===== config.mk =====
export PLATFORM = sky130hd
export DESIGN_NAME = pm_scheduler
export DESIGN_NICKNAME = d
export VERILOG_FILES = /design/src/rtl/pm_pkg.sv /design/src/rtl/pm_flow_pacer.sv /design/src/rtl/pm_scheduler.sv
export SDC_FILE = /design/constraint.sdc
export NUM_CORES = 1
export LEC_CHECK = 0
export ABC_AREA = 1
export CORE_MARGIN = 2
export CORE_UTILIZATION = 50
export CTS_CLUSTER_SIZE = 12
export DETAILED_ROUTE_END_ITERATION = 16
export PLACE_DENSITY_LB_ADDON = 0.15
export SLEW_MARGIN = 30
export SYNTH_ARGS = -nofsm -noshare
export SYNTH_HDL_FRONTEND = slang
export SYNTH_SLANG_ARGS = --single-unit

===== constraint.sdc =====
create_clock -name clk -period 6 [get_ports clk]
set_clock_uncertainty 0.05 [all_clocks]
set_input_delay 0.6 -clock clk [delete_from_list [all_inputs] [get_ports clk]]
set_output_delay 0.6 -clock clk [all_outputs]
set_load 0.02 [all_outputs]

===== src/rtl/pm_pkg.sv =====
// pm_pkg: shared types, default parameter values and helpers for the
// rate-paced scheduler (pm_scheduler / pm_flow_pacer).
package pm_pkg;

  localparam int unsigned PM_NUM_FLOWS    = 4;
  localparam int unsigned PM_PERIOD_WIDTH = 16;
  localparam int unsigned PM_FRAC_WIDTH   = 8;
  localparam int unsigned PM_MAX_CREDIT   = 4;

  typedef logic [$clog2(PM_NUM_FLOWS)-1:0]    flow_idx_t;
  typedef logic [$clog2(PM_MAX_CREDIT+1)-1:0] credit_t;

  // A zero period is treated as one cycle.
  function automatic logic [31:0] pm_clamp_period(input logic [31:0] p);
    return (p == 32'd0) ? 32'd1 : p;
  endfunction

endpackage


===== src/rtl/pm_flow_pacer.sv =====
// pm_flow_pacer: per-flow fractional-period pacing timer and credit counter.
// Ports:
//   clk, rst          clock, synchronous active-high reset
//   cfg_we            write strobe for this flow (enable, period, fraction)
//   cfg_en/period/frac  configuration values
//   dec               a grant for this flow was accepted; consume one credit
//   has_credit        credit > 0
//   ovf               one-cycle pulse: a tick was lost to credit saturation
module pm_flow_pacer
  import pm_pkg::*;
#(
  parameter int unsigned PERIOD_WIDTH = PM_PERIOD_WIDTH,
  parameter int unsigned FRAC_WIDTH   = PM_FRAC_WIDTH,
  parameter int unsigned MAX_CREDIT   = PM_MAX_CREDIT
) (
  input  logic                    clk,
  input  logic                    rst,
  input  logic                    cfg_we,
  input  logic                    cfg_en,
  input  logic [PERIOD_WIDTH-1:0] cfg_period,
  input  logic [FRAC_WIDTH-1:0]   cfg_frac,
  input  logic                    dec,
  output logic                    has_credit,
  output logic                    ovf
);

  localparam int unsigned CW = $clog2(MAX_CREDIT + 1);
  localparam logic [CW-1:0] CRED_MAX = CW'(MAX_CREDIT);

  logic                    en;
  logic [PERIOD_WIDTH-1:0] period;
  logic [PERIOD_WIDTH-1:0] cnt;
  logic [FRAC_WIDTH-1:0]   frac;
  logic [FRAC_WIDTH-1:0]   acc;
  logic [CW-1:0]           credit;

  logic [PERIOD_WIDTH-1:0] reload;
  logic [PERIOD_WIDTH-1:0] cfg_reload;
  logic [FRAC_WIDTH:0]     acc_sum;
  logic [CW-1:0]           credit_dec;
  logic                    tick;

  always_comb begin
    reload     = PERIOD_WIDTH'(pm_clamp_period(32'(period)) - 32'd1);
    cfg_reload = PERIOD_WIDTH'(pm_clamp_period(32'(cfg_period)) - 32'd1);
    acc_sum    = {1'b0, acc} + {1'b0, frac};
    // Decrement first so a same-cycle tick and handshake cancel out and the
    // saturation test sees the post-decrement value.
    credit_dec = (dec && credit != '0) ? credit - CW'(1) : credit;
    tick       = en && (cnt == '0);
  end

  assign has_credit = (credit != '0);

  always_ff @(posedge clk) begin
    if (rst) begin
      en     <= 1'b0;
      period <= '0;
      frac   <= '0;
      cnt    <= '0;
      acc    <= '0;
      credit <= '0;
      ovf    <= 1'b0;
    end else begin
      ovf <= 1'b0;
      if (cfg_we) begin
        // A config write overrides any tick due this cycle.
        en     <= cfg_en;
        period <= cfg_period;
        frac   <= cfg_frac;
        cnt    <= cfg_reload;
        acc    <= '0;
        credit <= cfg_en ? credit_dec : '0;
      end else if (tick) begin
        acc <= acc_sum[FRAC_WIDTH-1:0];
        cnt <= reload + PERIOD_WIDTH'(acc_sum[FRAC_WIDTH]);
        if (credit_dec == CRED_MAX) begin
          credit <= credit_dec;
          ovf    <= 1'b1;
        end else begin
          credit <= credit_dec + CW'(1);
        end
      end else begin
        if (en) cnt <= cnt - PERIOD_WIDTH'(1);
        credit <= credit_dec;
      end
    end
  end

endmodule


===== src/rtl/pm_scheduler.sv =====
// pm_scheduler: shares one frame generator between NUM_FLOWS rate-paced flows.
// Each flow earns credits from its own pacer; a round-robin arbiter turns
// credits into grants delivered over a valid/ready handshake.
// Ports:
//   clk, rst                        clock, synchronous active-high reset
//   cfg_we, cfg_flow, cfg_en,
//   cfg_period, cfg_frac            per-flow configuration write
//   gnt_valid, gnt_flow, gnt_ready  grant handshake to the generator
//   credit_ovf                      per-flow pulse on a lost tick
module pm_scheduler
  import pm_pkg::*;
#(
  parameter int unsigned NUM_FLOWS    = PM_NUM_FLOWS,
  parameter int unsigned PERIOD_WIDTH = PM_PERIOD_WIDTH,
  parameter int unsigned FRAC_WIDTH   = PM_FRAC_WIDTH,
  parameter int unsigned MAX_CREDIT   = PM_MAX_CREDIT
) (
  input  logic                         clk,
  input  logic                         rst,
  input  logic                         cfg_we,
  input  logic [$clog2(NUM_FLOWS)-1:0] cfg_flow,
  input  logic                         cfg_en,
  input  logic [PERIOD_WIDTH-1:0]      cfg_period,
  input  logic [FRAC_WIDTH-1:0]        cfg_frac,
  output logic                         gnt_valid,
  output logic [$clog2(NUM_FLOWS)-1:0] gnt_flow,
  input  logic                         gnt_ready,
  output logic [NUM_FLOWS-1:0]         credit_ovf
);

  localparam int unsigned IW = $clog2(NUM_FLOWS);

  logic [NUM_FLOWS-1:0] has_credit;
  logic [NUM_FLOWS-1:0] flow_we;
  logic [NUM_FLOWS-1:0] dec;
  logic [IW-1:0]        rr_ptr;
  logic [IW-1:0]        sel;
  logic [IW-1:0]        idx;
  logic [IW-1:0]        next_ptr;
  logic                 found;
  logic                 hs;

  assign hs = gnt_valid && gnt_ready;

  for (genvar g = 0; g < NUM_FLOWS; g++) begin : g_flow
    assign flow_we[g] = cfg_we && (cfg_flow == IW'(g));
    assign dec[g]     = hs && (gnt_flow == IW'(g));

    pm_flow_pacer #(
      .PERIOD_WIDTH (PERIOD_WIDTH),
      .FRAC_WIDTH   (FRAC_WIDTH),
      .MAX_CREDIT   (MAX_CREDIT)
    ) u_pacer (
      .clk        (clk),
      .rst        (rst),
      .cfg_we     (flow_we[g]),
      .cfg_en     (cfg_en),
      .cfg_period (cfg_period),
      .cfg_frac   (cfg_frac),
      .dec        (dec[g]),
      .has_credit (has_credit[g]),
      .ovf        (credit_ovf[g])
    );
  end

  // First flow with credit, searching upward from rr_ptr with wrap-around.
  always_comb begin
    found = 1'b0;
    sel   = '0;
    idx   = '0;
    for (int unsigned i = 0; i < NUM_FLOWS; i++) begin
      idx = IW'((32'(rr_ptr) + i) % NUM_FLOWS);
      if (!found && has_credit[idx]) begin
        found = 1'b1;
        sel   = idx;
      end
    end
    next_ptr = (gnt_flow == IW'(NUM_FLOWS - 1)) ? '0 : gnt_flow + IW'(1);
  end

  // A pending grant is held regardless of later credit or config changes;
  // after a handshake valid stays low for one cycle so the arbiter sees
  // the decremented credit.
  always_ff @(posedge clk) begin
    if (rst) begin
      gnt_valid <= 1'b0;
      gnt_flow  <= '0;
      rr_ptr    <= '0;
    end else if (gnt_valid) begin
      if (gnt_ready) begin
        gnt_valid <= 1'b0;
        rr_ptr    <= next_ptr;
      end
    end else if (found) begin
      gnt_valid <= 1'b1;
      gnt_flow  <= sel;
    end
  end

endmodule


Yosys cells after proc, flatten, opt, wreduce, memory -nomap -nowiden
Index checks and enable logic that the tools add are counted.

Output and inout bits: 7. Input port bits: 31. Bits in registers: 217. Word-level logic and storage cells: 192.

$add $sub $neg: 29. Reduce and logical (&&, ||, !) cells: 52. Muxes and demuxes: 61. Equality and inequality tests: 10. Bitwise logic cells: 5. Magnitude comparators: 4.

Operators by type and width (number): 16-bit 2-to-1 mux (17); 16-bit logical NOT (9); 16-bit by 1-bit subtractor with 16-bit output (second input constant) (9); 16-bit by 1-bit adder with 16-bit output (4); 3-bit 2-to-1 mux (20); 8-bit by 8-bit adder with 9-bit output (4); 3-bit nonzero test (8); 1-bit logical AND (20); 1-bit 2-to-1 mux (15); 3-bit by 1-bit adder with 3-bit output (second input constant) (4); 3-bit == test (second input constant) (4); 2-bit by 3-bit < comparator with 1-bit output (second input constant) (4); 3-bit OR reduction (4); 3-bit by 1-bit subtractor with 3-bit output (second input constant) (4); 2-bit 2-to-1 mux (5); 1-bit binary-select mux with 2-bit select (4); 2-bit == test (second input constant) (4); 2-bit OR reduction (4); 1-bit NOT (5); 2-bit by 1-bit adder with 2-bit output (second input constant) (2); 2-bit adder (second input constant) (2); 2-bit by 1-bit == test with 1-bit output (second input constant) (2); 2-bit logical NOT (2); 2-bit AND reduction (2); 1-bit logical NOT (3).

Logic depth before layout (Yosys ltp)
Gate-level depths: netlist (run 1).

Depth in word-level cells: 15. Depth in mapped cells: 22. Mapped depth without buffers: 22.

By module
A second synthesis (run 1) with hierarchy kept.

Cells, all modules: 2398. Area, all modules: 15643.8 um^2.

By module, submodules not included: pm_flow_pacer at g_flow[0].u_pacer ... (area an instance 3758.6 um^2, cells each 574, sequential area each 1061.0 um^2, times used 3); pm_flow_pacer at g_flow[3].u_pacer (area an instance 3717.3 um^2, cells each 580, sequential area each 1061.0 um^2, times used 1); pm_scheduler (area an instance 650.6 um^2, cells each 96, sequential area each 100.1 um^2, times used 1).

Worst setup path before layout (run 1)
Ideal clock, no wire load.

Kind: register to register. From: register g_flow[1].u_pacer.acc[0]. To: register g_flow[1].u_pacer.cnt[14]. Library setup time: 0.070 ns. Path buffers: 0. Stages on the path, launching flop included: 20. Clock period less this slack: 2.955 ns. Setup slack: 3.045 ns. Data required time: 5.880 ns. Arrival time: 2.834 ns. Cell sequence: dfxtp_1 -> ha_1 -> fa_1 -> nand3_1 -> nand3_1 -> nand2_1 -> nand2_1 -> a21oi_1 -> or2_2 -> nand2_1 -> a21oi_1 -> ha_1 -> ha_1 -> nand2_1 -> nor2_1 -> nand2_1 -> or2_2 -> nand3_1 -> nand3_1 -> a21oi_1.

Cells in the longest elaborated chain, start to end: 4.

RTL lines: start: declaration (RTL line pm_flow_pacer.sv:34) `logic [FRAC_WIDTH-1:0] acc;`; start signal: assignment (RTL line pm_flow_pacer.sv:75) `acc <= acc_sum[FRAC_WIDTH-1:0];`; 8-bit by 8-bit adder with 9-bit output (RTL line pm_flow_pacer.sv:46) `acc_sum = {1'b0, acc} + {1'b0, frac};`; 16-bit by 1-bit adder with 16-bit output (RTL line pm_flow_pacer.sv:76) `cnt <= reload + PERIOD_WIDTH'(acc_sum[FRAC_WIDTH]);`; 16-bit 2-to-1 mux (RTL line pm_flow_pacer.sv:74) `end else if (tick) begin`; 16-bit 2-to-1 mux (RTL line pm_flow_pacer.sv:66) `if (cfg_we) begin`; end signal: assignment (RTL line pm_flow_pacer.sv:71) `cnt <= cfg_reload;`; end signal: assignment (RTL line pm_flow_pacer.sv:76); end signal: assignment (RTL line pm_flow_pacer.sv:84) `if (en) cnt <= cnt - PERIOD_WIDTH'(1);`; end: declaration (RTL line pm_flow_pacer.sv:32) `logic [PERIOD_WIDTH-1:0] cnt;`.

Every way passes these cells. A chain may end at the register's enable or synchronous reset.

Worst setup path in the final report (run 1)
From: register g_flow[0].u_pacer.acc[0]. To: register g_flow[0].u_pacer.cnt[15].

Cells in the longest elaborated chain, start to end: 4.

RTL lines (RTL line): start: declaration (pm_flow_pacer.sv:34); start signal: assignment (pm_flow_pacer.sv:75); 8-bit by 8-bit adder with 9-bit output (pm_flow_pacer.sv:46); 16-bit by 1-bit adder with 16-bit output (pm_flow_pacer.sv:76); 16-bit 2-to-1 mux (pm_flow_pacer.sv:74); 16-bit 2-to-1 mux (pm_flow_pacer.sv:66); end signal: assignment (pm_flow_pacer.sv:71); end signal: assignment (pm_flow_pacer.sv:76); end signal: assignment (pm_flow_pacer.sv:84); end: declaration (pm_flow_pacer.sv:32).

Every way passes these cells.

==> results by stage, run 1 <==
Power:
- Internal power comes to 3.030 mW.
- The analysis attributes to net switching a power of 1.639 mW.
- The switching power share of the total is 35.11%.
- The clock network accounts for 35.3% of the total power.
- The power per standard cell area is 301.9 mW/mm².
- The sequential cell fraction of total power is 35.4%.
- The total power after layout is 4.669 mW.
- Combinational cells account for 29.4% of the total power.
- For this design the static power due to leakage is 7.229 nW.
- The maximum vdd drop is 0.2334 mV.

Critical path:
- The critical path is of the reg -> reg type.
- The endpoint type of the worst setup path is a flip-flop.
- The launching element type of the critical path is a flip-flop.
- The endpoint of the worst-slack reg-to-reg timing path is g_flow[0].u_pacer.cnt[15].
- The largest driver fanout on the critical path is 5.
- The number of cells on the worst reg-to-reg path is 20.
- The endpoint required time on the critical path is 6.37 ns.
- The largest individual stage delay along the critical path comes from the cell sky130_fd_sc_hd__fa_1.
- Among the stages of the critical path, the cell type that occurs most often is sky130_fd_sc_hd__nand2_1.
- The critical path buffer and inverter count is 0.
- The critical path goes through ha_1, fa_1, nand3_1, nand3_1, nand2_1, nand2_1, a21oi_1, or2_2, nand2_1, a21oi_1, ha_1, nand3_1, nor2_2, nand2_1, o21ai_0, nand2_1, nor2_1, nor2_1, nor2_1, nor2_1.
- On the critical path the largest part of the delay comes from simple AND/OR/NAND/NOR gates.
- The origin of the critical flop-to-flop path is g_flow[0].u_pacer.acc[0].
- The biggest cell delay along the critical path is 0.46 ns.
- The data arrival time of the critical path is 3.86 ns.
- Setup slack on the worst reg-to-reg path comes out at 2.51 ns.

Yosys:
- In this run, distinct cell masters in the synthesized netlist total 39.
- In the post-synthesis netlist, the biggest area contributors are sky130_fd_sc_hd__dfxtp_1 (31%), sky130_fd_sc_hd__nand2_1 (15%), sky130_fd_sc_hd__nor2_1 (8.2%), sky130_fd_sc_hd__ha_1 (5.8%), sky130_fd_sc_hd__inv_1 (5.6%).
- After synthesis, the largest area contributor takes up 30.89% of total cell area.
- The flip-flop and latch count after synthesis is 217.
- The mapped cell area is 0.01406 mm².
- The biggest area contributor in the post-synthesis netlist is sky130_fd_sc_hd__dfxtp_1.
- The gate count of the mapped netlist is 2176.
- The synthesis warning total is 0.
- The synthesized netlist net count is 2276.
- Summing the sequential cell areas from Yosys gives 30.89% of the chip area.
- The average instance area after synthesis is 6.463 µm².

Final layout:
- The count of antenna diodes in the layout is 0.
- Relative to the synthesized area, the layout overhead comes to 9.964%.
- The share of final-layout standard cells stronger than drive strength 1 is 4.618%.
- The net total in the final layout is 2270.

Placed design:
- The final HPWL from detailed placement is 31740 µm.
- The number of I/O port buffers is 37.
- At the placement stage, the worst setup path has a slack of 2.213 ns.
- The congestion estimate from routability-driven global placement came to 0.9782.

Clocking:
- The clock tree from TritonCTS is done.
- The count of clock tree sinks is 217.
- The deepest level of the CTS H-tree is 1.
- The clock transition at the registers of the reported paths is 0.06 ns.
- The clock root buffer master is sky130_fd_sc_hd__clkbuf_16.
- The number of buffers added by the clock tree synthesis step is 27.
- The number of buffers on the longest clock path is 3.
- In this run, post-CTS repair resized a total of 0 instances.
- The insertion delay to the later sink of the worst-skew pair is 0.55 ns.
- In this run, post-CTS hold repair placed 0 buffers.
- Post-CTS timing repair inserted 0 buffers for setup.

Global route:
- The first global-routing pass estimated 69400 µm of wire.
- The via count of the first global-routing pass is 12992.
- Global routing consumed, on the met2 layer, 49.19% of the routing resources.
- For this run, global-route usage on met1 was measured as 40.05%.
- The total global routing track utilization is 29.87%.
- The busiest layer in global routing is met2.
- The maximum number of pins on one net before global-route repair is 71.
- The number of antenna violations at the first check in global routing was 1.
- For this run, global-route usage on met3 was measured as 4.050%.
- The total overflow left after global routing is 0.

Route:
- The average vias per placed instance is 5.465.
- Dividing the detail-routed wire length by the instance count gives 17.09 µm.
- After detailed routing, the total wire length is 43840 µm.
- The pre-antenna-repair detailed-routing pass consisted of 6 iterations.
- The first routing iteration left 1294 violations.
- In the routed design, unresolved DRC markers number 0.
- The total via count in the routed design is 14017.
- The detail route stage leaves a number of antenna-violating nets equal to 0.

Status:
- The run finished with clean final reports.

Floorplan:
- For this configuration, the core starts out at a cell density of 50.76%.
- The floorplan step defined a core boundary enclosing 0.02771 mm².
- The die footprint is 0.02948 mm².
- From bottom edge to top edge, the die measures 171.7 µm.
- Measured along the x axis, the die boundary spans 171.7 µm.
- The number of top-level pins is 38.
- The site row count is 61.

STA:
- The final hold violation count is 0.
- Setup violations remaining at the end of the flow were counted as 0.
- Counting I/O delays and the setup requirement, the final critical path takes 3.493 ns.
- Setup repair after global routing left no endpoint under its margin.
- The count of pins over their slew limit is 0.
- The worst slew margin relative to its limit is 42.63%.
- The minimum setup slack in the final design is 2.507 ns.
- The achievable clock frequency is 0.2863 GHz.
- After layout, the worst path uses 58.21% of the clock period.
- Setup total negative slack on the finished layout was measured at 0 ns.
- The actual slew at the worst max-slew pin is 0.8593 ns.
- The tightest hold margin is 0.4103 ns.

Worst hold path:
- In this run the most critical hold path is launched from g_flow[1].u_pacer.acc[0].
- The worst hold path passes through 2 cells.
- The endpoint of the worst hold path is g_flow[1].u_pacer.acc[0].
- The min-delay analysis places its worst path in the category reg -> reg.

Flow run:
- The number of max-cap violations is 0.
==> cell type report <==
cell class,instances,area (µm²)
fill,2752,12240
inverter,220,830.8
timing repair buffer,44,417.9
tap,378,473.0
multi-input combinational,1660,8516
clock inverter,8,126.4
sequential,217,4344
clock buffer,38,757.0
==> per-stage QoR <==
step	utilization [%]	std cells	instance area, µm²
floorplan	-	2176	14060
global placement	52.62	2519	14580
detailed placement	52.63	2519	14580
CTS	55.82	2565	15460
global route	55.82	2565	15460
finish	55.82	2565	15460
==> logic make-up (layout without fill, tap and decap cells) <==
logic type / after synthesis / after routing / share of synthesized area [%]
AND/OR/NAND/NOR: 1104 / 1104 / 33.01
AO/OA/AOI/OAI: 377 / 377 / 14.16
buffers and inverters: 299 / 310 / 8.683
flip-flops: 217 / 217 / 30.89
XOR/XNOR: 110 / 110 / 6.904
adder cells (fa/ha/maj): 69 / 69 / 6.352
==> synthesized netlist by cell type (all sizes together) <==
library cell / instances
a21oi: 143
o211ai: 9
nand4: 29
o21ai: 182
xnor2: 35
ha: 65
a31oi: 25
o21bai: 5
nand3: 156
nor2: 330
inv: 219
fa: 4
buf: 38
and2: 3
nand3b: 16
a21bo: 1
nor3: 14
a22oi: 7
clkinv: 1
xor2: 75
o22ai: 1
clkbuf: 41
dfxtp: 217
a41oi: 4
nor4: 3
or2: 3
nand2: 550
==> power by group through the flow <==
stage / Clock (mW) / Combinational [mW] / Sequential (mW)
floorplan: 0 / 1.04 / 1.65
global placement: 0 / 1.33 / 1.68
detailed placement: 0 / 1.35 / 1.68
CTS: 1.67 / 1.36 / 1.65
global route: 1.73 / 1.56 / 1.66
finish: 1.65 / 1.37 / 1.65
==> routing by layer <==
metal | up-vias | share of wire [%]
li1 | 7024 | -
met1 | 6446 | 44
met2 | 459 | 46
met3 | 88 | 6.8
met4 | 0 | 3.4
met5 | - | 0
==> how the worst max path moves through the flow <==
stage	start	end	slack, ns	depth (start not counted)
detailed placement	cfg_period[10]	g_flow[0].u_pacer.cnt[10]	2.21	13
global route	g_flow[0].u_pacer.acc[0]	g_flow[0].u_pacer.cnt[15]	2.14	20
CTS	g_flow[0].u_pacer.acc[0]	g_flow[0].u_pacer.cnt[15]	2.52	20
finish	g_flow[0].u_pacer.acc[0]	g_flow[0].u_pacer.cnt[15]	2.51	20
global placement	cfg_period[12]	g_flow[2].u_pacer.cnt[10]	2.44	13
floorplan	g_flow[1].u_pacer.acc[0]	g_flow[1].u_pacer.cnt[14]	3.05	19
==> placed cells by master, fill, tap and decap left out, types with 14 or more instances in the layout <==
| master | netlist | routed |
|---|---|---|
| sky130_fd_sc_hd__ha_1 | 65 | 65 |
| sky130_fd_sc_hd__clkbuf_16 | 0 | 27 |
| sky130_fd_sc_hd__o21ai_1 | 25 | 26 |
| sky130_fd_sc_hd__nor3_1 | 14 | 14 |
| sky130_fd_sc_hd__a21oi_1 | 143 | 143 |
| sky130_fd_sc_hd__xnor2_1 | 34 | 34 |
| sky130_fd_sc_hd__dfxtp_1 | 217 | 217 |
| sky130_fd_sc_hd__nand3_1 | 149 | 149 |
| sky130_fd_sc_hd__clkdlybuf4s50_1 | 0 | 36 |
| sky130_fd_sc_hd__nor2_1 | 308 | 305 |
| sky130_fd_sc_hd__nor2_2 | 18 | 19 |
| sky130_fd_sc_hd__xor2_1 | 75 | 75 |
| sky130_fd_sc_hd__nand2_1 | 545 | 545 |
| sky130_fd_sc_hd__o21ai_0 | 157 | 156 |
| sky130_fd_sc_hd__nand4_1 | 29 | 29 |
| sky130_fd_sc_hd__nand3b_1 | 16 | 16 |
| sky130_fd_sc_hd__a31oi_1 | 25 | 25 |
| sky130_fd_sc_hd__inv_1 | 210 | 208 |
==> worst register-to-register path, cell delays in order, from the launching register on <==
cell	delay [ns]
sky130_fd_sc_hd__dfxtp_1	0.31
sky130_fd_sc_hd__ha_1	0.23
sky130_fd_sc_hd__fa_1	0.46
sky130_fd_sc_hd__nand3_1	0.10
sky130_fd_sc_hd__nand3_1	0.11
sky130_fd_sc_hd__nand2_1	0.08
sky130_fd_sc_hd__nand2_1	0.05
sky130_fd_sc_hd__a21oi_1	0.16
sky130_fd_sc_hd__or2_2	0.14
sky130_fd_sc_hd__nand2_1	0.05
sky130_fd_sc_hd__a21oi_1	0.30
sky130_fd_sc_hd__ha_1	0.25
sky130_fd_sc_hd__nand3_1	0.17
sky130_fd_sc_hd__nor2_2	0.27
sky130_fd_sc_hd__nand2_1	0.13
sky130_fd_sc_hd__o21ai_0	0.16
sky130_fd_sc_hd__nand2_1	0.06
sky130_fd_sc_hd__nor2_1	0.09
sky130_fd_sc_hd__nor2_1	0.06
sky130_fd_sc_hd__nor2_1	0.09
sky130_fd_sc_hd__nor2_1	0.04
==> flip-flops by register name (all words and copies together), names as in the netlist <==
signal and cells:
g_flow.u_pacer.cnt 64, g_flow.u_pacer.period 64, g_flow.u_pacer.acc 32, g_flow.u_pacer.frac 32
g_flow.u_pacer.credit 12, g_flow.u_pacer.en 4, g_flow.u_pacer.ovf 4, gnt_flow 2
rr_ptr 2, gnt_valid 1
(Power assumes the default switching activity.)
==> run 2: changes to the inputs <==
- clock period: 6 -> 3.6 ns (I/O delays scaled with it)
==> results by stage, run 2 (synthesis gave the netlist of run 1 again) <==
Floorplan:
- In this run the horizontal extent of the chip is 171.7 µm.
- The standard cell core area is 0.02771 mm².
- The floorplan has 61 rows.
- The die covers 0.02948 mm².
- Measured along the y axis, the die boundary spans 171.7 µm.
- The initial utilization of the core area, before any placement, comes to 50.76%.
- The number of top-level pins is 38.

STA:
- The number of setup violations in the final report is 0.
- The achievable clock frequency is 0.3007 GHz.
- Measured against its own limit, the worst slew margin works out to 41.27%.
- The count of pins over their slew limit was 0.
- The portion of the clock cycle consumed by the worst path in the final layout is 92.39%.
- The actual slew at the worst max-slew pin is 0.8777 ns.
- The final hold violation count is 0.
- The final period demand of the worst path is 3.326 ns.
- Setup repair after global routing could not meet its margin everywhere.

Clocking:
- Counting every sink on the clock net gives 217.
- At the later pin of the worst-skew pair, clock insertion delay measures 0.54 ns.
- The number of buffers inserted to repair setup after CTS is 0.
- The deepest level of the CTS H-tree is 1.
- The number of clock buffers added by TritonCTS is 26.
- No sink is reached through more buffers than the 3 on the longest clock path.
- In this run the clock root is driven by a sky130_fd_sc_hd__clkbuf_16.
- TritonCTS built the clock tree.
- The clock transition at the registers of the reported paths is 0.06 ns.

Global route:
- The number of antenna violations at the first check in global routing was 2.
- For this run, the total global-route usage over all layers was measured as 30.54%.
- The global route total overflow is 0.
- Entering global routing, the biggest net connects 95 pins.
- The via count of the first global-routing pass is 13273.
- The first-pass GRT wire length is 70200 µm.

Placed design:
- The HPWL after detailed placement is 31970 µm.
- At the end of routability-driven placement, the weighted congestion stood at 0.9610.
- Input and output buffers added on the ports amount to 37.
- After detailed placement, the total cell area comes to 0.01481 mm².

Worst hold path:
- The endpoint of the worst hold path is g_flow[1].u_pacer.cnt[13].
- The worst hold path was traced through 2 stages.
- In this run the most critical hold path is launched from rst.
- The tightest min-delay check is of the in -> reg type.

Critical path:
- The data arrival time of the critical path is 3.75 ns.
- Across all register-to-register paths, the minimum setup slack is 0.27 ns.
- The signal on the critical path passes through ha_1, fa_1, nand3_1, nand3_1, nand2_1, nand2_1, a21oi_1, or2_2, nand2_1, a21oi_1, ha_1, ha_1, nand2_1, nor2_1, nand2_1, xor2_1, o21ai_0, a21oi_1, nor2_1.
- In this run the worst path has a maximum fanout of 3.
- The depth of the most critical reg-to-reg path is 19.
- The worst setup path is captured at a flip-flop.
- The slowest stage of the critical path belongs to the cell sky130_fd_sc_hd__fa_1.
- The biggest cell delay along the critical path is 0.46 ns.
- The endpoint of the worst-slack reg-to-reg timing path is g_flow[1].u_pacer.cnt[12].
- The setup path with the least slack is of type reg -> reg.
- The launching element type of the critical path is a flip-flop.
- The worst register-to-register path begins at g_flow[1].u_pacer.acc[0].
- The cell that appears most often on the critical path is sky130_fd_sc_hd__nand2_1.
- The endpoint required time on the critical path is 4.03 ns.

Route:
- The average vias per placed instance is 5.454.
- The average routed wire per standard cell is 17.09 µm.
- For this block, the routed nets add up to 44310 µm of wire.
- The DRC violations left is 0.
- The number of routed nets with antenna violations is 0.
- The detailed router's first-iteration violation count is 1199.
- The first detailed-routing pass took 5 iterations.
- The final route contains 14143 vias.

Power:
- The analysis attributes to net switching a power of 2.741 mW.
- The share of total power dissipated in the clock network is 35.4%.
- The switching power share of the total is 34.86%.
- The cell-internal power is 5.121 mW.
- IR analysis of the VDD net gives a maximum drop of 0.3307 mV.
- The power per standard cell area is 499.8 mW/mm².
- The combinational share of power is 29.7%.
- The analysis attributes to cell leakage a power of 7.404 nW.
- The sequential cell fraction of total power is 34.9%.

Final layout:
- The top cell types in the final layout, fill and taps aside, are sky130_fd_sc_hd__nand2_1 (545), sky130_fd_sc_hd__nor2_1 (302), sky130_fd_sc_hd__dfxtp_1 (217).
- The share of final-layout standard cells stronger than drive strength 1 is 6.098%.
- After filler insertion, the fill cell instance count of the layout stands at 2741.
- The multi-input logic area is 0.008538 mm².
- The net total in the final layout is 2298.
- Summing all flip-flop and latch instances after layout gives 0.004344 mm².
- Leaving out fill and tap cells, the most frequent cell in the layout is sky130_fd_sc_hd__nand2_1.
- The largest registers in the layout are g_flow.u_pacer.cnt (64), g_flow.u_pacer.period (64).
- The signed area change from the synthesized netlist to the final layout is 11.83%.
- The finished layout cell area is 0.01573 mm².
- The end-of-flow core utilization is 56.77%.

Status:
- The flow ran to the end, and the final reports show no timing, DRC or antenna violations.

Flow run:
- Max-cap violations in this run came to 0.
## run 2: cell types whose count changed in the layout (fill, tap and decap cells not counted), sizes merged
cell      change
buf          +29
clkbuf        +1
diode         +1
clkinvlp      -3
clkinv        +1
inv           -1
## run 2: area by class of cell
class	count	area share, %
multi-input cells	1660	54.29
clock buffers	39	5.028
clock inverters	5	0.6364
flip-flops and latches	217	27.62
repair buffers	73	4.121
inverters	220	5.282
diodes	1	0.01591
well taps	378	3.007
## run 2: worst max-delay path by stage
| stage | startpoint | end | slack (ns) | cells after the start |
|---|---|---|---|---|
| floorplan | g_flow[1].u_pacer.acc[0] | g_flow[1].u_pacer.cnt[14] | 0.65 | 19 |
| global placement | g_flow[1].u_pacer.acc[0] | g_flow[1].u_pacer.cnt[14] | 0.37 | 19 |
| detailed placement | g_flow[2].u_pacer.acc[0] | g_flow[2].u_pacer.cnt[10] | 0.27 | 18 |
| CTS | g_flow[2].u_pacer.acc[0] | g_flow[2].u_pacer.cnt[10] | 0.26 | 18 |
| global route | g_flow[0].u_pacer.acc[0] | g_flow[0].u_pacer.cnt[14] | -0.04 | 20 |
| finish | g_flow[1].u_pacer.acc[0] | g_flow[1].u_pacer.cnt[12] | 0.27 | 19 |
## run 2: what timing repair did
| action | 4_1_cts | 5_1_grt |
|---|---|---|
| setup endpoints to repair | 0 | 7 |
| gates resized for setup | 0 | 7 |
| hold buffers | 0 | 0 |
## run 2: layer usage
layer	up-vias	GRT usage [%]	routed length, µm
met5	-	0	7
met4	2	16.65	2480
met3	128	5.269	3445
met2	479	48.94	19340
met1	6443	39.06	19030
li1	7091	-	-
## run 2: power groups by stage
stage / combinational (mW) / clock, mW / sequential (mW)
after detailed placement: 2.29 / 0 / 2.79
after global routing: 2.66 / 2.89 / 2.77
after floorplan: 1.73 / 0 / 2.75
after CTS: 2.31 / 2.81 / 2.74
after global placement: 2.26 / 0 / 2.79
final: 2.34 / 2.78 / 2.75
## run 2: per-stage QoR
stage / std cells / power (mW) / setup slack (ns) / setup TNS, ns / hold WS, ns
final: 2593 / 7.861 / 0.2740 / 0 / 0.2613
after global routing: 2592 / 8.317 / -0.03652 / -0.03652 / 0.2734
after CTS: 2592 / 7.856 / 0.2582 / 0 / 0.2515
after detailed placement: 2548 / 5.084 / 0.2703 / 0 / 0.4117
after global placement: 2548 / 5.053 / 0.3688 / 0 / 0.3869
after floorplan: 2176 / 4.482 / 0.6454 / 0 / 0.3781
## run 2: critical path, delay by kind of cell, from the launching register on
kind                     cells  cell delay (ns)
AO/OA/AOI/OAI                4             0.61
XOR/XNOR                     1             0.15
adder cells (fa/ha/maj)      4             1.07
flip-flops                   1             0.32
AND/OR/NAND/NOR             10             1.06
==> run 3: changes to the inputs <==
- CTS_CLUSTER_SIZE: 12 -> 8
- SKIP_LAST_GASP: unset -> 1
==> results by stage, run 3 (synthesis gave the netlist of run 1 again) <==
Clocking:
- The count of clock tree sinks is 217.
- TritonCTS created 31 clock buffers.
- The clock transition at the registers of the reported paths is 0.05 ns.
- In this run the number of H-tree levels came out at 1.
- The insertion delay to the later sink of the worst-skew pair is 0.56 ns.
- Clock tree synthesis selected as its root buffer the cell sky130_fd_sc_hd__clkbuf_16.
- The number of buffers on the longest clock path is 3.
- The clock tree from TritonCTS is done.

Final layout:
- The commonest non-fill, non-tap cell in the layout is sky130_fd_sc_hd__nand2_1.
- The library cells used most frequently in the layout, excluding fill and tap cells, are sky130_fd_sc_hd__nand2_1 (545), sky130_fd_sc_hd__nor2_1 (302), sky130_fd_sc_hd__dfxtp_1 (217).
- The finished layout holds 2584 standard cells, fillers aside.
- Fill cells in the final layout number 2758.
- The net total in the final layout is 2303.
- The post-route netlist has 5.853% of its cells at a drive strength greater than 1.
- In the final layout, the registers with the most flip-flops are g_flow.u_pacer.cnt (64), g_flow.u_pacer.period (64).
- Compared with the post-synthesis result, the final layout area differs by 11.18%.

Route:
- The DRC violations left is 0.
- The number of detailed-routing iterations run before antenna repair is 5.
- For this block, the routed nets add up to 44390 µm of wire.
- In the final routed layout, each cell accounts on average for 17.18 µm.
- After detailed routing, the number of vias per cell comes to 5.472.
- The detailed router placed 14139 vias in this run.
- The number of routed nets with antenna violations is 0.
- In this run, the number of DRC markers left after iteration 0 of detailed routing was 1310.

STA:
- The achievable clock frequency is 0.2979 GHz.
- The final hold violation count is 0.
- The portion of the clock cycle consumed by the worst path in the final layout is 93.24%.
- The worst slew margin relative to its limit is 42.04%.
- The number of setup violations in the final report is 0.
- On the final layout, the worst hold slack is 0.2442 ns.
- Setup repair after global routing could not meet its margin everywhere.
- The count of pins over their slew limit is 0.
- The smallest clock period supported by the final layout is computed as 3.357 ns.
- The actual slew at the worst max-slew pin is 0.8662 ns.

Critical path:
- STA classifies the critical path endpoint as a flip-flop.
- The worst setup path is launched from a flip-flop.
- The endpoint required time on the critical path is 3.98 ns.
- The depth of the most critical reg-to-reg path is 20.
- The critical path launch point is g_flow[0].u_pacer.acc[0].
- Along the worst path, the maximum fanout reaches 5.
- For flop-to-flop paths, the worst setup slack is 0.24 ns.
- The endpoint of the worst-slack reg-to-reg timing path is g_flow[0].u_pacer.cnt[15].
- The data arrival time of the critical path is 3.74 ns.
- The type of the worst setup path is reg -> reg.
- The origin of the critical flop-to-flop path is g_flow[0].u_pacer.acc[0].

Worst hold path:
- The tightest min-delay check is of the in -> reg type.
- In this run the most critical hold path is launched from rst.
- The endpoint of the worst hold path is g_flow[0].u_pacer.cnt[15].
- The number of cells on the worst hold path is 2.

Placed design:
- The number of I/O port buffers is 37.
- The routability congestion estimate is 0.9610.
- The instance count after placement with tap cells included is 2548.
- The final HPWL from detailed placement is 31970 µm.

Floorplan:
- The floorplan has 61 rows.
- The core region is 0.02771 mm².
- The vertical die dimension is 171.7 µm.
- 38 I/O pins were placed.
- The floorplan step set the die width to 171.7 µm.
- The initial utilization of the core area, before any placement, comes to 50.76%.
- The die covers 0.02948 mm².

Power:
- The leakage power figure is 7.357 nW.
- The total power after layout is 7.656 mW.
- The maximum vdd drop is 0.3637 mV.
- For this design the ratio of total power to cell area is 489.7 mW/mm².

Flow run:
- The number of max-cap violations is 0.

Global route:
- The total overflow left after global routing is 0.
- The maximum number of pins on one net before global-route repair is 95.
- The via count of the first global-routing pass came to 13264.
- The first-pass GRT wire length is 70370 µm.
- The number of antenna violations at the first check in global routing is 3.
- The total global routing track utilization is 30.59%.

Status:
- The flow ran to the end, and the final reports show no timing, DRC or antenna violations.
-- run 3: changes by cell type in the layout (fill, tap and decap cells not counted), moves of 2 or more --
cell                        previous run  this run
sky130_fd_sc_hd__bufinv_16             3         0
sky130_fd_sc_hd__clkbuf_1              5         1
sky130_fd_sc_hd__clkbuf_16            27        31
sky130_fd_sc_hd__clkbuf_8              7         0
sky130_fd_sc_hd__clkinv_2              4         2
-- run 3: power by group --
part | total, mW | internal (mW) | switching (mW)
combinational | 2.34 | 0.837 | 1.50
clock | 2.57 | 1.50 | 1.07
sequential | 2.75 | 2.57 | 0.175
-- run 3: final cells by class --
class                   instances  area (µm²)  area share [%]
multi-input cells            1660        8538           54.61
clock inverters                 2       17.52          0.1120
inverters                     220       830.8           5.313
clock buffers                  32       779.5           4.985
well taps                     378       473.0           3.025
flip-flops and latches        217        4344           27.78
repair buffers                 73       648.1           4.145
diodes                          2       5.005         0.03201
-- run 3: how the worst max path moves through the flow --
| stage | endpoint | slack, ns | cells past startpoint |
|---|---|---|---|
| after floorplan | g_flow[1].u_pacer.cnt[14] | 0.65 | 19 |
| after global placement | g_flow[1].u_pacer.cnt[14] | 0.37 | 19 |
| after detailed placement | g_flow[2].u_pacer.cnt[10] | 0.27 | 18 |
| after CTS | g_flow[1].u_pacer.cnt[14] | 0.27 | 19 |
| after global routing | g_flow[0].u_pacer.cnt[14] | -0.006 | 20 |
| final | g_flow[0].u_pacer.cnt[15] | 0.24 | 20 |
-- run 3: through the flow --
step / TNS (ns) / instance area [µm²] / utilization, % / worst slack [ns]
final: 0 / 15640 / 56.44 / 0.2434
after global routing: -0.006177 / 15630 / 56.42 / -0.006177
after CTS: 0 / 15610 / 56.33 / 0.2668
after detailed placement: 0 / 14810 / 53.45 / 0.2703
after global placement: 0 / 14810 / 53.45 / 0.3688
after floorplan: 0 / 14060 / - / 0.6454
-- run 3: what timing repair did --
action	4_1_cts	5_1_grt
endpoints found under the setup margin	0	8
gates resized for setup	0	7
hold buffers	0	0
buffers inserted	0	0
-- run 3: worst max-delay path, stage by stage, from the launching register on --
cell and delay (ns):
sky130_fd_sc_hd__dfxtp_1 0.31, sky130_fd_sc_hd__ha_1 0.23, sky130_fd_sc_hd__fa_1 0.47, sky130_fd_sc_hd__nand3_1 0.09
sky130_fd_sc_hd__nand3_1 0.11, sky130_fd_sc_hd__nand2_1 0.08, sky130_fd_sc_hd__nand2_1 0.05, sky130_fd_sc_hd__a21oi_1 0.15
sky130_fd_sc_hd__or2_2 0.14, sky130_fd_sc_hd__nand2_1 0.05, sky130_fd_sc_hd__a21oi_1 0.22, sky130_fd_sc_hd__ha_1 0.22
sky130_fd_sc_hd__nand3_1 0.15, sky130_fd_sc_hd__nor2_2 0.27, sky130_fd_sc_hd__nand2_1 0.14, sky130_fd_sc_hd__o21ai_0 0.16
sky130_fd_sc_hd__nand2_1 0.07, sky130_fd_sc_hd__nor2_1 0.08, sky130_fd_sc_hd__nor2_1 0.06, sky130_fd_sc_hd__nor2_1 0.09
sky130_fd_sc_hd__nor2_1 0.04
-- run 3: metal layers --
layer	wire, µm	GRT usage [%]
met5	7	0
met2	19520	49.54
met3	3455	5.315
met4	2384	15.11
met1	19020	39.27
